## src/rtl/car_sprite_scheduler_pkg.sv

```systemverilog
// Shared constants, car entry type and sprite address helper for the car sprite scheduler.
package car_sprite_pkg;
  localparam int SCREEN_W      = 640;
  localparam int SCREEN_H      = 480;
  localparam int SPRITE_W      = 48;
  localparam int SPRITE_H      = 24;
  localparam int SPRITE_PIXELS = SPRITE_W * SPRITE_H;
  localparam int RGB_W         = 9;
  localparam int COORD_W       = 10;
  localparam int ADDR_W        = 11;

  localparam logic [RGB_W-1:0] TRANSPARENT = 9'b111000111;

  // One car's placement: left edge, top edge, visible flag.
  typedef struct packed {
    logic [COORD_W-1:0] x;
    logic [COORD_W-1:0] y;
    logic               en;
  } car_t;
endpackage

```

## src/rtl/car_sprite_scheduler_if.sv

```systemverilog
// Raster, config, sprite-memory and pixel-out signals of the scheduler.
interface car_sprite_scheduler_if #(parameter int IDX_W = 2);
  import car_sprite_pkg::*;

  logic               frame_start;
  logic               px_valid;
  logic [COORD_W-1:0] px_x;
  logic [COORD_W-1:0] px_y;
  logic               cfg_we;
  logic [IDX_W-1:0]   cfg_idx;
  logic [COORD_W-1:0] cfg_x;
  logic [COORD_W-1:0] cfg_y;
  logic               cfg_en;
  logic [ADDR_W-1:0]  ram_addr;
  logic [RGB_W-1:0]   ram_data;
  logic               pix_valid;
  logic [RGB_W-1:0]   pix_rgb;
  logic [IDX_W-1:0]   pix_car;

  // Video timing / config / sprite memory side.
  modport master (
    output frame_start, px_valid, px_x, px_y,
    output cfg_we, cfg_idx, cfg_x, cfg_y, cfg_en,
    output ram_data,
    input  ram_addr, pix_valid, pix_rgb, pix_car
  );

  // Scheduler side.
  modport slave (
    input  frame_start, px_valid, px_x, px_y,
    input  cfg_we, cfg_idx, cfg_x, cfg_y, cfg_en,
    input  ram_data,
    output ram_addr, pix_valid, pix_rgb, pix_car
  );
endinterface

```

## src/rtl/car_sprite_scheduler_hit_arbiter.sv

```systemverilog
// Per-car bounding-box compare and lowest-index-wins priority encoder.
module car_hit_arbiter
  import car_sprite_pkg::*;
#(
  parameter int NUM_CARS = 4,
  parameter int IDX_W    = 2,
  parameter int SPRITE_W = 48,
  parameter int SPRITE_H = 24
) (
  input  logic                        px_valid,
  input  logic [COORD_W-1:0]          px_x,
  input  logic [COORD_W-1:0]          px_y,
  input  car_t [NUM_CARS-1:0]         cars,
  output logic                        hit,
  output logic [IDX_W-1:0]            winner,
  output logic [ADDR_W-1:0]           row,
  output logic [ADDR_W-1:0]           col
);
  logic [NUM_CARS-1:0] hits;
  logic [ADDR_W-1:0]   rx, ry;

  assign rx = {1'b0, px_x};
  assign ry = {1'b0, px_y};

  // Right/bottom edges are summed at 11 bits so cars hanging off-screen clip instead of wrapping.
  for (genvar i = 0; i < NUM_CARS; i++) begin : g_car
    logic [ADDR_W-1:0] cx, cy;
    assign cx      = {1'b0, cars[i].x};
    assign cy      = {1'b0, cars[i].y};
    assign hits[i] = px_valid & cars[i].en
                   & (rx >= cx) & (rx < cx + ADDR_W'(SPRITE_W))
                   & (ry >= cy) & (ry < cy + ADDR_W'(SPRITE_H));
  end

  // Scan from the top index down so the lowest hitting index is the last one assigned.
  always_comb begin
    hit    = 1'b0;
    winner = '0;
    for (int i = NUM_CARS - 1; i >= 0; i--) begin
      if (hits[i]) begin
        hit    = 1'b1;
        winner = IDX_W'(i);
      end
    end
  end

  // Texel coordinates inside the winner's sprite; meaningless when hit=0.
  assign row = ry - {1'b0, cars[winner].y};
  assign col = rx - {1'b0, cars[winner].x};
endmodule

```

## src/rtl/car_sprite_scheduler.sv

```systemverilog
// Shares one external car sprite memory among NUM_CARS cars: hit test, address issue, pixel realign.
module car_sprite_scheduler
  import car_sprite_pkg::*;
#(
  parameter int               NUM_CARS    = 4,
  parameter int               IDX_W       = 2,
  parameter int               SPRITE_W    = 48,
  parameter int               SPRITE_H    = 24,
  parameter logic [RGB_W-1:0] TRANSPARENT = 9'b111000111
) (
  input logic CLK,
  input logic RST,
  car_sprite_scheduler_if.slave bus
);
  car_t [NUM_CARS-1:0] pending, active;
  logic                hit0;
  logic [IDX_W-1:0]    car0, car1, car2;
  logic [ADDR_W-1:0]   row0, col0, addr0;
  logic [2:1]          vld_pipe;
  logic                opaque;

  // Config writes land only in the pending bank; out-of-range indices are dropped.
  always_ff @(posedge CLK) begin
    if (RST) pending <= '0;
    else if (bus.cfg_we && int'(bus.cfg_idx) < NUM_CARS)
      pending[bus.cfg_idx] <= '{x: bus.cfg_x, y: bus.cfg_y, en: bus.cfg_en};
  end

  // Commit at frame start takes the pre-write pending contents, so positions never tear mid-frame.
  always_ff @(posedge CLK) begin
    if (RST) active <= '0;
    else if (bus.frame_start) active <= pending;
  end

  car_hit_arbiter #(
    .NUM_CARS (NUM_CARS),
    .IDX_W    (IDX_W),
    .SPRITE_W (SPRITE_W),
    .SPRITE_H (SPRITE_H)
  ) u_arb (
    .px_valid (bus.px_valid),
    .px_x     (bus.px_x),
    .px_y     (bus.px_y),
    .cars     (active),
    .hit      (hit0),
    .winner   (car0),
    .row      (row0),
    .col      (col0)
  );

  // Row-major texel address; the default 48-wide sprite uses a shift-add instead of a multiplier.
  if (SPRITE_W == 48) begin : g_addr_sa
    assign addr0 = (row0 << 5) + (row0 << 4) + col0;
  end else begin : g_addr_mul
    assign addr0 = row0 * ADDR_W'(SPRITE_W) + col0;
  end

  // Stages 1-2: issue address on a hit (else hold), carry hit/car alongside the memory read.
  always_ff @(posedge CLK) begin
    if (RST) begin
      bus.ram_addr <= '0;
      vld_pipe     <= '0;
      car1         <= '0;
      car2         <= '0;
    end else begin
      if (hit0) bus.ram_addr <= addr0;
      vld_pipe <= {vld_pipe[1], hit0};
      car1     <= car0;
      car2     <= car1;
    end
  end

  // A transparent winner blanks the pixel; lower-priority cars are not consulted.
  assign opaque = vld_pipe[2] && (bus.ram_data != TRANSPARENT);

  // Stage 3: register the realigned pixel, zeroing colour and car when nothing is drawn.
  always_ff @(posedge CLK) begin
    if (RST) begin
      bus.pix_valid <= 1'b0;
      bus.pix_rgb   <= '0;
      bus.pix_car   <= '0;
    end else begin
      bus.pix_valid <= opaque;
      bus.pix_rgb   <= opaque ? bus.ram_data : '0;
      bus.pix_car   <= opaque ? car2 : '0;
    end
  end
endmodule

```

## src/flat_wrapper.sv

```systemverilog
// flat-port wrapper written by rule: the top's interface ports become plain ports
module car_sprite_scheduler_flat import car_sprite_pkg::*;
#(
  parameter int               NUM_CARS    = 4,
  parameter int               IDX_W       = 2,
  parameter int               SPRITE_W    = 48,
  parameter int               SPRITE_H    = 24,
  parameter logic [RGB_W-1:0] TRANSPARENT = 9'b111000111
)
  (CLK, RST, bus_frame_start, bus_px_valid, bus_px_x, bus_px_y, bus_cfg_we, bus_cfg_idx, bus_cfg_x, bus_cfg_y, bus_cfg_en, bus_ram_data, bus_ram_addr, bus_pix_valid, bus_pix_rgb, bus_pix_car);
  car_sprite_scheduler_if #(.IDX_W(IDX_W)) bus_i ();
  input logic CLK;
  input logic RST;
  input wire logic [$bits(bus_i.frame_start)-1:0] bus_frame_start;
  input wire logic [$bits(bus_i.px_valid)-1:0] bus_px_valid;
  input wire logic [$bits(bus_i.px_x)-1:0] bus_px_x;
  input wire logic [$bits(bus_i.px_y)-1:0] bus_px_y;
  input wire logic [$bits(bus_i.cfg_we)-1:0] bus_cfg_we;
  input wire logic [$bits(bus_i.cfg_idx)-1:0] bus_cfg_idx;
  input wire logic [$bits(bus_i.cfg_x)-1:0] bus_cfg_x;
  input wire logic [$bits(bus_i.cfg_y)-1:0] bus_cfg_y;
  input wire logic [$bits(bus_i.cfg_en)-1:0] bus_cfg_en;
  input wire logic [$bits(bus_i.ram_data)-1:0] bus_ram_data;
  output wire logic [$bits(bus_i.ram_addr)-1:0] bus_ram_addr;
  output wire logic [$bits(bus_i.pix_valid)-1:0] bus_pix_valid;
  output wire logic [$bits(bus_i.pix_rgb)-1:0] bus_pix_rgb;
  output wire logic [$bits(bus_i.pix_car)-1:0] bus_pix_car;
  assign bus_i.frame_start = bus_frame_start;
  assign bus_i.px_valid = bus_px_valid;
  assign bus_i.px_x = bus_px_x;
  assign bus_i.px_y = bus_px_y;
  assign bus_i.cfg_we = bus_cfg_we;
  assign bus_i.cfg_idx = bus_cfg_idx;
  assign bus_i.cfg_x = bus_cfg_x;
  assign bus_i.cfg_y = bus_cfg_y;
  assign bus_i.cfg_en = bus_cfg_en;
  assign bus_i.ram_data = bus_ram_data;
  assign bus_ram_addr = bus_i.ram_addr;
  assign bus_pix_valid = bus_i.pix_valid;
  assign bus_pix_rgb = bus_i.pix_rgb;
  assign bus_pix_car = bus_i.pix_car;
  car_sprite_scheduler #(.NUM_CARS(NUM_CARS), .IDX_W(IDX_W), .SPRITE_W(SPRITE_W), .SPRITE_H(SPRITE_H), .TRANSPARENT(TRANSPARENT)) u_core (.CLK(CLK), .RST(RST), .bus(bus_i));
endmodule
```

## config.mk

```make
export PLATFORM = sky130hd
export DESIGN_NAME = car_sprite_scheduler_flat
export DESIGN_NICKNAME = d
export VERILOG_FILES = /design/src/rtl/car_sprite_scheduler_pkg.sv /design/src/rtl/car_sprite_scheduler_if.sv /design/src/rtl/car_sprite_scheduler_hit_arbiter.sv /design/src/rtl/car_sprite_scheduler.sv /design/src/flat_wrapper.sv
export SDC_FILE = /design/constraint.sdc
export NUM_CORES = 1
export LEC_CHECK = 0
export CELL_PAD_IN_SITES_DETAIL_PLACEMENT = 0
export CELL_PAD_IN_SITES_GLOBAL_PLACEMENT = 1
export CORE_MARGIN = 2
export CORE_UTILIZATION = 46
export DETAILED_ROUTE_END_ITERATION = 16
export GPL_TIMING_DRIVEN = 0
export PLACE_DENSITY = 0.83
export SETUP_SLACK_MARGIN = 0.05
export SLEW_MARGIN = 5
export SYNTH_ARGS = -nofsm -noshare
export SYNTH_HDL_FRONTEND = slang
export SYNTH_SLANG_ARGS = --single-unit
```

## constraint.sdc

```tcl
create_clock -name CLK -period 11.1 [get_ports CLK]
set_input_delay 2.775 -clock CLK [delete_from_list [all_inputs] [get_ports CLK]]
set_output_delay 2.775 -clock CLK [all_outputs]
set_load 0.02 [all_outputs]
```

==> results of run 1 <==
[registers in the layout, summed over array words and instances, names as in the netlist]
name	flops
u_core.bus.pix_car	2
u_core.vld_pipe	2
u_core.bus.pix_valid	1
u_core.car2	2
u_core.active	84
u_core.bus.pix_rgb	9
u_core.bus.ram_addr	11
u_core.car1	2
u_core.pending	84
[Yosys cell counts (all sizes together), types with 4 or more instances]
| cell type | n | area (um^2) |
|---|---|---|
| nand4 | 4 | 25.0 |
| dfxtp | 197 | 3940 |
| o221ai | 6 | 52.6 |
| mux2i | 113 | 1130 |
| nand3 | 12 | 60.1 |
| o31ai | 4 | 30.0 |
| a21oi | 124 | 621 |
| and3 | 4 | 25.0 |
| and4 | 5 | 43.8 |
| xor2 | 15 | 131 |
| o22ai | 5 | 31.3 |
| o21a | 14 | 105 |
| xnor2 | 36 | 315 |
| and2 | 11 | 68.8 |
| a211oi | 17 | 128 |
| nor2b | 14 | 87.6 |
| buf | 6 | 26.3 |
| nor2 | 113 | 424 |
| nand2b | 9 | 56.3 |
| fa | 13 | 260 |
| nor3 | 7 | 35.0 |
| a2111oi | 9 | 92.6 |
| o2111ai | 10 | 87.6 |
| nand2 | 215 | 807 |
| clkbuf | 50 | 188 |
| o21bai | 5 | 37.5 |
| a21o | 17 | 128 |
| or2 | 4 | 25.0 |
| o211ai | 9 | 67.6 |
| inv | 106 | 398 |
| ha | 162 | 2030 |
| o21ai | 55 | 275 |
[logic make-up after synthesis]
| kind of cell | share of synthesized area |
|---|---|
| AND/OR/NAND/NOR | 0.149 |
| XOR/XNOR | 0.0388 |
| adder cells (fa/ha/maj) | 0.189 |
| multiplexers | 0.0935 |
| flip-flops | 0.326 |
| AO/OA/AOI/OAI | 0.152 |
| buffers and inverters | 0.0509 |
[metal layers]
layer	routed length (um)	part of all wire	vias to the layer above	global-route usage
met5	0	0	-	0
met4	976	0.028	0	0.0790
li1	-	-	5092	-
met1	16100	0.47	4762	0.340
met3	1840	0.054	46	0.0381
met2	15500	0.45	256	0.406
[repair_timing]
item                                    in CTS  in global routing
gates resized for setup                      0                  2
hold buffers                                 0                  0
endpoints found under the setup margin       0                  1
[area by class of cell]
| type | count | area share |
|---|---|---|
| Clock inverter | 14 | 0.0128 |
| Buffer | 56 | 0.0154 |
| Inverter | 107 | 0.0288 |
| Clock buffer | 18 | 0.0308 |
| Multi-Input combinational cell | 1050 | 0.543 |
| Tap cell | 335 | 0.0301 |
| Sequential cell | 197 | 0.283 |
| Timing Repair Buffer | 78 | 0.0561 |
[power by group]
group / leakage [uW] / switching [uW] / total [uW] / internal, uW
Combinational: 0.00374 / 164 / 292 / 128
Sequential: 0.00159 / 13.8 / 735 / 721
Clock: 0.000285 / 329 / 635 / 306
[metrics by stage]
step,cells,worst slack [ns]
2_1_floorplan,1410,1.94
3_3_place_gp,1823,-0.0834
3_5_place_dp,1823,-0.202
4_1_cts,1855,0.238
5_1_grt,1855,0.112
6_report,1855,0.642
[worst max path at each step]
stage                      startpoint                 endpoint  slack (ns)  cells after the start
after global routing      bus_px_x[8]  u_core.bus.ram_addr[10]        0.11                     30
after global placement    bus_px_y[6]  u_core.bus.ram_addr[10]       -0.08                     28
after detailed placement  bus_px_y[5]  u_core.bus.ram_addr[10]       -0.20                     29
after floorplan           bus_px_x[8]  u_core.bus.ram_addr[10]        1.94                     29
final                     bus_px_y[5]  u_core.bus.ram_addr[10]        0.64                     30
after CTS                 bus_px_y[5]  u_core.bus.ram_addr[10]        0.24                     29
==> reports/metrics.yaml, run 1 <==
global_routing:
  gr-total-overflow: 0
  antenna_found_initial: 0
  grt_max_degree: 22
  grt_pass1_vias: 9796
  track_usage: 0.249
  grt_pass1_wl_mm: 54.0
logic_synthesis:
  asyncSetResetFlopFracSynth: 0
  syn-cell-area_um2: 12100
  synth_seq_cells: 197
  synthCells: 1410
  syn_avg_cell_area_um2: 8.58
  yosysUniqueCellTypes: 62
  yosys_warnings: 0
  synth_edf_count: 0
  ys_seq_area_frac: 0.326
  synthFlopType: "dfxtp_1"
  syn_nets: 1642
timing:
  tightestPinTransition_ns: 0.889
  hold_viol: 0
  clock_skew_ns: 0.0186
  fmax_mhz: 95.6
  setup_viol: 0
  fin_crit_ns: 10.46
  setup_tns_ns: 0
  rsz0062_at_grt: "false"
  max-slew-margin-rel: 0.407
  holdWs_ns: 0.434
  fin_crit_sh: 0.942
  slew_violations: 0
worst_setup_path:
  crit_buf_inv: 6
  slowest_stage: "clkdlybuf4s50_1"
  worstSetupEndpointType: "flop"
  r2r-end: "u_core.bus.ram_addr[10]"
  path_class: "in2reg"
  ff2ff_path_depth: 32
  cp_data_required_time_ns: 11.42
  worstSetupStartpointType: "primary input"
  worstReg2RegStart: "u_core.active[46]"
  r2r_setup_slack_ns: 2.76
  path_max_fanout: 10
  cp_top_family: "compound AO/OA/AOI/OAI gates"
  arrival_ns: 10.78
  max_stage_delay_ns: 0.82
cts:
  insertion_delay_ns: 0.45
  cts_buffers: 17
  cts_buffer_depth: 2
  cts.htree.levels: 4
  cts_tree: "yes"
  cts-root-buf: "clkbuf_16"
  cts_sinks: 197
  post_cts_buffers: 0
  clkTransAtPathRegs_ns: 0.08
place:
  placed_area_um2: 13300
  dp_hpwl_mm: 27.5
  port_buffers: 78
  gp_congestion: 0.923
floorplan:
  core_area_um2: 25900
  die_w_um: 166
  initial_utilization: 0.467
  rows: 59
  die_y_um: 166
  die_area_um2: 27600
  io_pins: 80
power:
  power_leakage_uw: 0.00562
  p_total_uw: 1660
  p_per_area_nw_per_um2: 119
  ir_drop_mv: 0.108
cells_and_area:
  seq_area_um2: 3940
  diodes: 0
  fillers: 2415
  final_cell_area_um2: 13900
  multi_input_area_um2: 7560
  final_common_cell: "nand2_1"
  finish.utilization: 0.537
  area_growth_pct: 15.1
  most-common-layout-cells: "nand2_1, dfxtp_1, ha_1"
  drive_gt1_frac: 0.0316
  final_net_count: 1739
min_path:
  holdPathEnd: "u_core.bus.pix_car[1]"
  hold_class: "reg2reg"
  holdPathStages: 1
  holdCritStartpoint: "u_core.car2[1]"
routing:
  vias: 10200
  remaining_drc_errors: 0
  wl_per_cell_um: 18.6
  drtAntennaViolNets: 0
  drt_first_pass_iters: 5
  drt_iter0_drc: 726
  routed_wl_mm: 34.4
  viasPerCell: 5.47
outcome:
  status: "completed"
run:
  drv_cap: 0
Power figures use the tool's default switching activity.
==> run 2: changes to the inputs <==
--- a/config.mk
+++ b/config.mk
@@ -5,6 +5,7 @@
 export SDC_FILE = /design/constraint.sdc
 export NUM_CORES = 1
 export LEC_CHECK = 0
+export CAP_MARGIN = 20
 export CELL_PAD_IN_SITES_DETAIL_PLACEMENT = 0
 export CELL_PAD_IN_SITES_GLOBAL_PLACEMENT = 1
 export CORE_MARGIN = 2
==> results of run 2 <==
No change in the layout: final DEF, timing and power equal those of run 1.
==> run 3: changes to the inputs <==
--- a/config.mk
+++ b/config.mk
@@ -8,7 +8,6 @@
 export CAP_MARGIN = 20
 export CELL_PAD_IN_SITES_DETAIL_PLACEMENT = 0
 export CELL_PAD_IN_SITES_GLOBAL_PLACEMENT = 1
-export CORE_MARGIN = 2
 export CORE_UTILIZATION = 46
 export DETAILED_ROUTE_END_ITERATION = 16
 export GPL_TIMING_DRIVEN = 0
==> reports/metrics.yaml, run 3 (synthesized netlist as in run 1, its figures left out) <==
floorplan:
  die_area_um2: 27000  # -2.4%
  core_area_um2: 25500  # -1.7%
  die_y_um: 164  # -1.2%
  io_pins: 80  # unchanged
  die_w_um: 164  # -1.2%
  initial_utilization: 0.475  # +0.00805
  rows: 58  # -1.7%
min_path:
  holdCritStartpoint: "u_core.car2[0]"
  holdPathStages: 1  # unchanged
  hold_class: "reg2reg"
  holdPathEnd: "u_core.bus.pix_car[0]"
worst_setup_path:
  worstSetupStartpointType: "primary input"
  arrival_ns: 11.02  # +0.24 ns
  worstSetupEndpointType: "flop"
  worstReg2RegStart: "u_core.active[78]"
  r2r_setup_slack_ns: 2.52  # -0.24 ns
  crit_buf_inv: 6  # unchanged
  cp_top_family: "compound AO/OA/AOI/OAI gates"
  path_max_fanout: 10  # unchanged
  r2r-end: "u_core.bus.ram_addr[10]"
  path_class: "in2reg"
  ff2ff_path_depth: 33  # +3.1%
  slowest_stage: "clkdlybuf4s50_1"
  cp_data_required_time_ns: 11.41  # about the same
  max_stage_delay_ns: 0.84  # +0.02 ns
cts:
  post_cts_buffers: 0  # unchanged
  cts_hold_buf: 0  # unchanged
  clkTransAtPathRegs_ns: 0.07  # about the same
  cts.htree.levels: 4  # unchanged
  cts_buffers: 17  # unchanged
  ctsResizeCount: 0  # unchanged
  insertion_delay_ns: 0.44  # about the same
  cts_buffer_depth: 2  # unchanged
  cts_tree: "yes"
  cts_sinks: 197  # unchanged
  cts-root-buf: "clkbuf_16"
global_routing:
  track_usage: 0.265  # +0.0158
  grt_max_degree: 22  # unchanged
  antenna_found_initial: 0  # unchanged
  grt_util_met3: 0.0285  # -0.00960
  grtUsageMet1: 0.365  # +0.0256
  gr-total-overflow: 0  # unchanged
  grt_busiest_layer: "met2"
  grt_pass1_wl_mm: 53.8  # -0.38%
  gr-usage-met2: 0.429  # +0.0235
  grt_pass1_vias: 9734  # -0.63%
timing:
  max-slew-margin-rel: 0.398  # -0.00944
  fmax_mhz: 93.4  # -2.4%
  clock_skew_ns: 0.0179  # -0.000688 ns
  slew_violations: 0  # unchanged
  tightestPinTransition_ns: 0.904  # +0.0142 ns
  fin_crit_sh: 0.965  # +0.0227
  fin_crit_ns: 10.71  # +0.252 ns
  fin_ws_ns: 0.390  # -0.252 ns
  hold_viol: 0  # unchanged
  setup_viol: 0  # unchanged
  rsz0062_at_grt: "false"
cells_and_area:
  diodes: 0  # unchanged
  area_growth_pct: 15.0  # about the same
  most-common-layout-cells: "nand2_1, dfxtp_1, ha_1"
  final_common_cell: "nand2_1"
  final_net_count: 1740  # +0.058%
  top_regs: "u_core.active x84, u_core.pending x84, u_core.bus.ram_addr x11"
  drive_gt1_frac: 0.0322  # +0.000637
routing:
  drt_first_pass_iters: 5  # unchanged
  remaining_drc_errors: 0  # unchanged
  vias: 10200  # +0.15%
  drt_iter0_drc: 690  # -5.0%
  viasPerCell: 5.49  # +0.36%
  routed_wl_mm: 34.5  # +0.36%
  wl_per_cell_um: 18.7  # +0.57%
  drtAntennaViolNets: 0  # unchanged
run:
  drv_cap: 0  # unchanged
outcome:
  status: "completed"
power:
  ir_drop_mv: 0.0921  # -15%
  p_total_uw: 1670  # +0.63%
  power_leakage_uw: 0.00563  # +0.29%
  p_per_area_nw_per_um2: 120  # +0.66%
place:
  pre_cts_ws_ns: -0.107  # +0.0954 ns
  dp_hpwl_mm: 27.6  # about the same
  gp_congestion: 0.916  # -0.73%
  port_buffers: 78  # unchanged
[run 3: worst max path at each step]
| stage | cells after the start | endpoint | start | slack [ns] |
|---|---|---|---|---|
| 6_report | 29 | u_core.bus.ram_addr[10] | bus_px_y[6] | 0.39 |
| 5_1_grt | 28 | u_core.bus.ram_addr[10] | bus_px_y[6] | 0.09 |
| 4_1_cts | 28 | u_core.bus.ram_addr[10] | bus_px_y[6] | 0.38 |
| 3_5_place_dp | 28 | u_core.bus.ram_addr[10] | bus_px_y[6] | -0.11 |
| 3_3_place_gp | 28 | u_core.bus.ram_addr[10] | bus_px_y[6] | -0.04 |
| 2_1_floorplan | 29 | u_core.bus.ram_addr[10] | bus_px_x[8] | 1.94 |
[run 3: worst register-to-register path, delay by kind of cell (launching register included)]
family          cells  cell delay (ns)
mux                 2             0.33
flops               1             0.48
fa+ha+maj           6             1.99
simple gates        4             0.55
xor+xnor            7             1.49
compound gates      8             2.49
buf+inv             6             1.10
[run 3: area by class of cell]
class / instances / area (um^2)
Buffer: 56 / 214
Clock buffer: 18 / 439
Clock inverter: 14 / 180
Fill cell: 2358 / 11600
Inverter: 107 / 402
Multi-Input combinational cell: 1050 / 7540
Sequential cell: 197 / 3940
Tap cell: 330 / 413
Timing Repair Buffer: 79 / 788
[run 3: report_power, final]
group | switching [uW] | internal (uW)
registers | 14.1 | 721
logic | 164 | 127
clock network | 331 | 315
total | 509 | 1160
[run 3: metrics by stage]
step,hold WS (ns),std cells,instance area [um^2],setup TNS [ns],util
2_1_floorplan,0.406,1410,12100,0,-
5_1_grt,0.451,1851,13900,0,0.546
3_3_place_gp,0.412,1818,13300,-0.0428,0.522
3_5_place_dp,0.422,1818,13300,-0.107,0.522
4_1_cts,0.441,1850,13900,0,0.546
6_report,0.439,1851,13900,0,0.546
[run 3: metal layers]
metal / share of wire / up-vias
li1: - / 5079
met1: 0.48 / 4798
met2: 0.45 / 246
met3: 0.042 / 48
met4: 0.024 / 0
met5: 0 / -
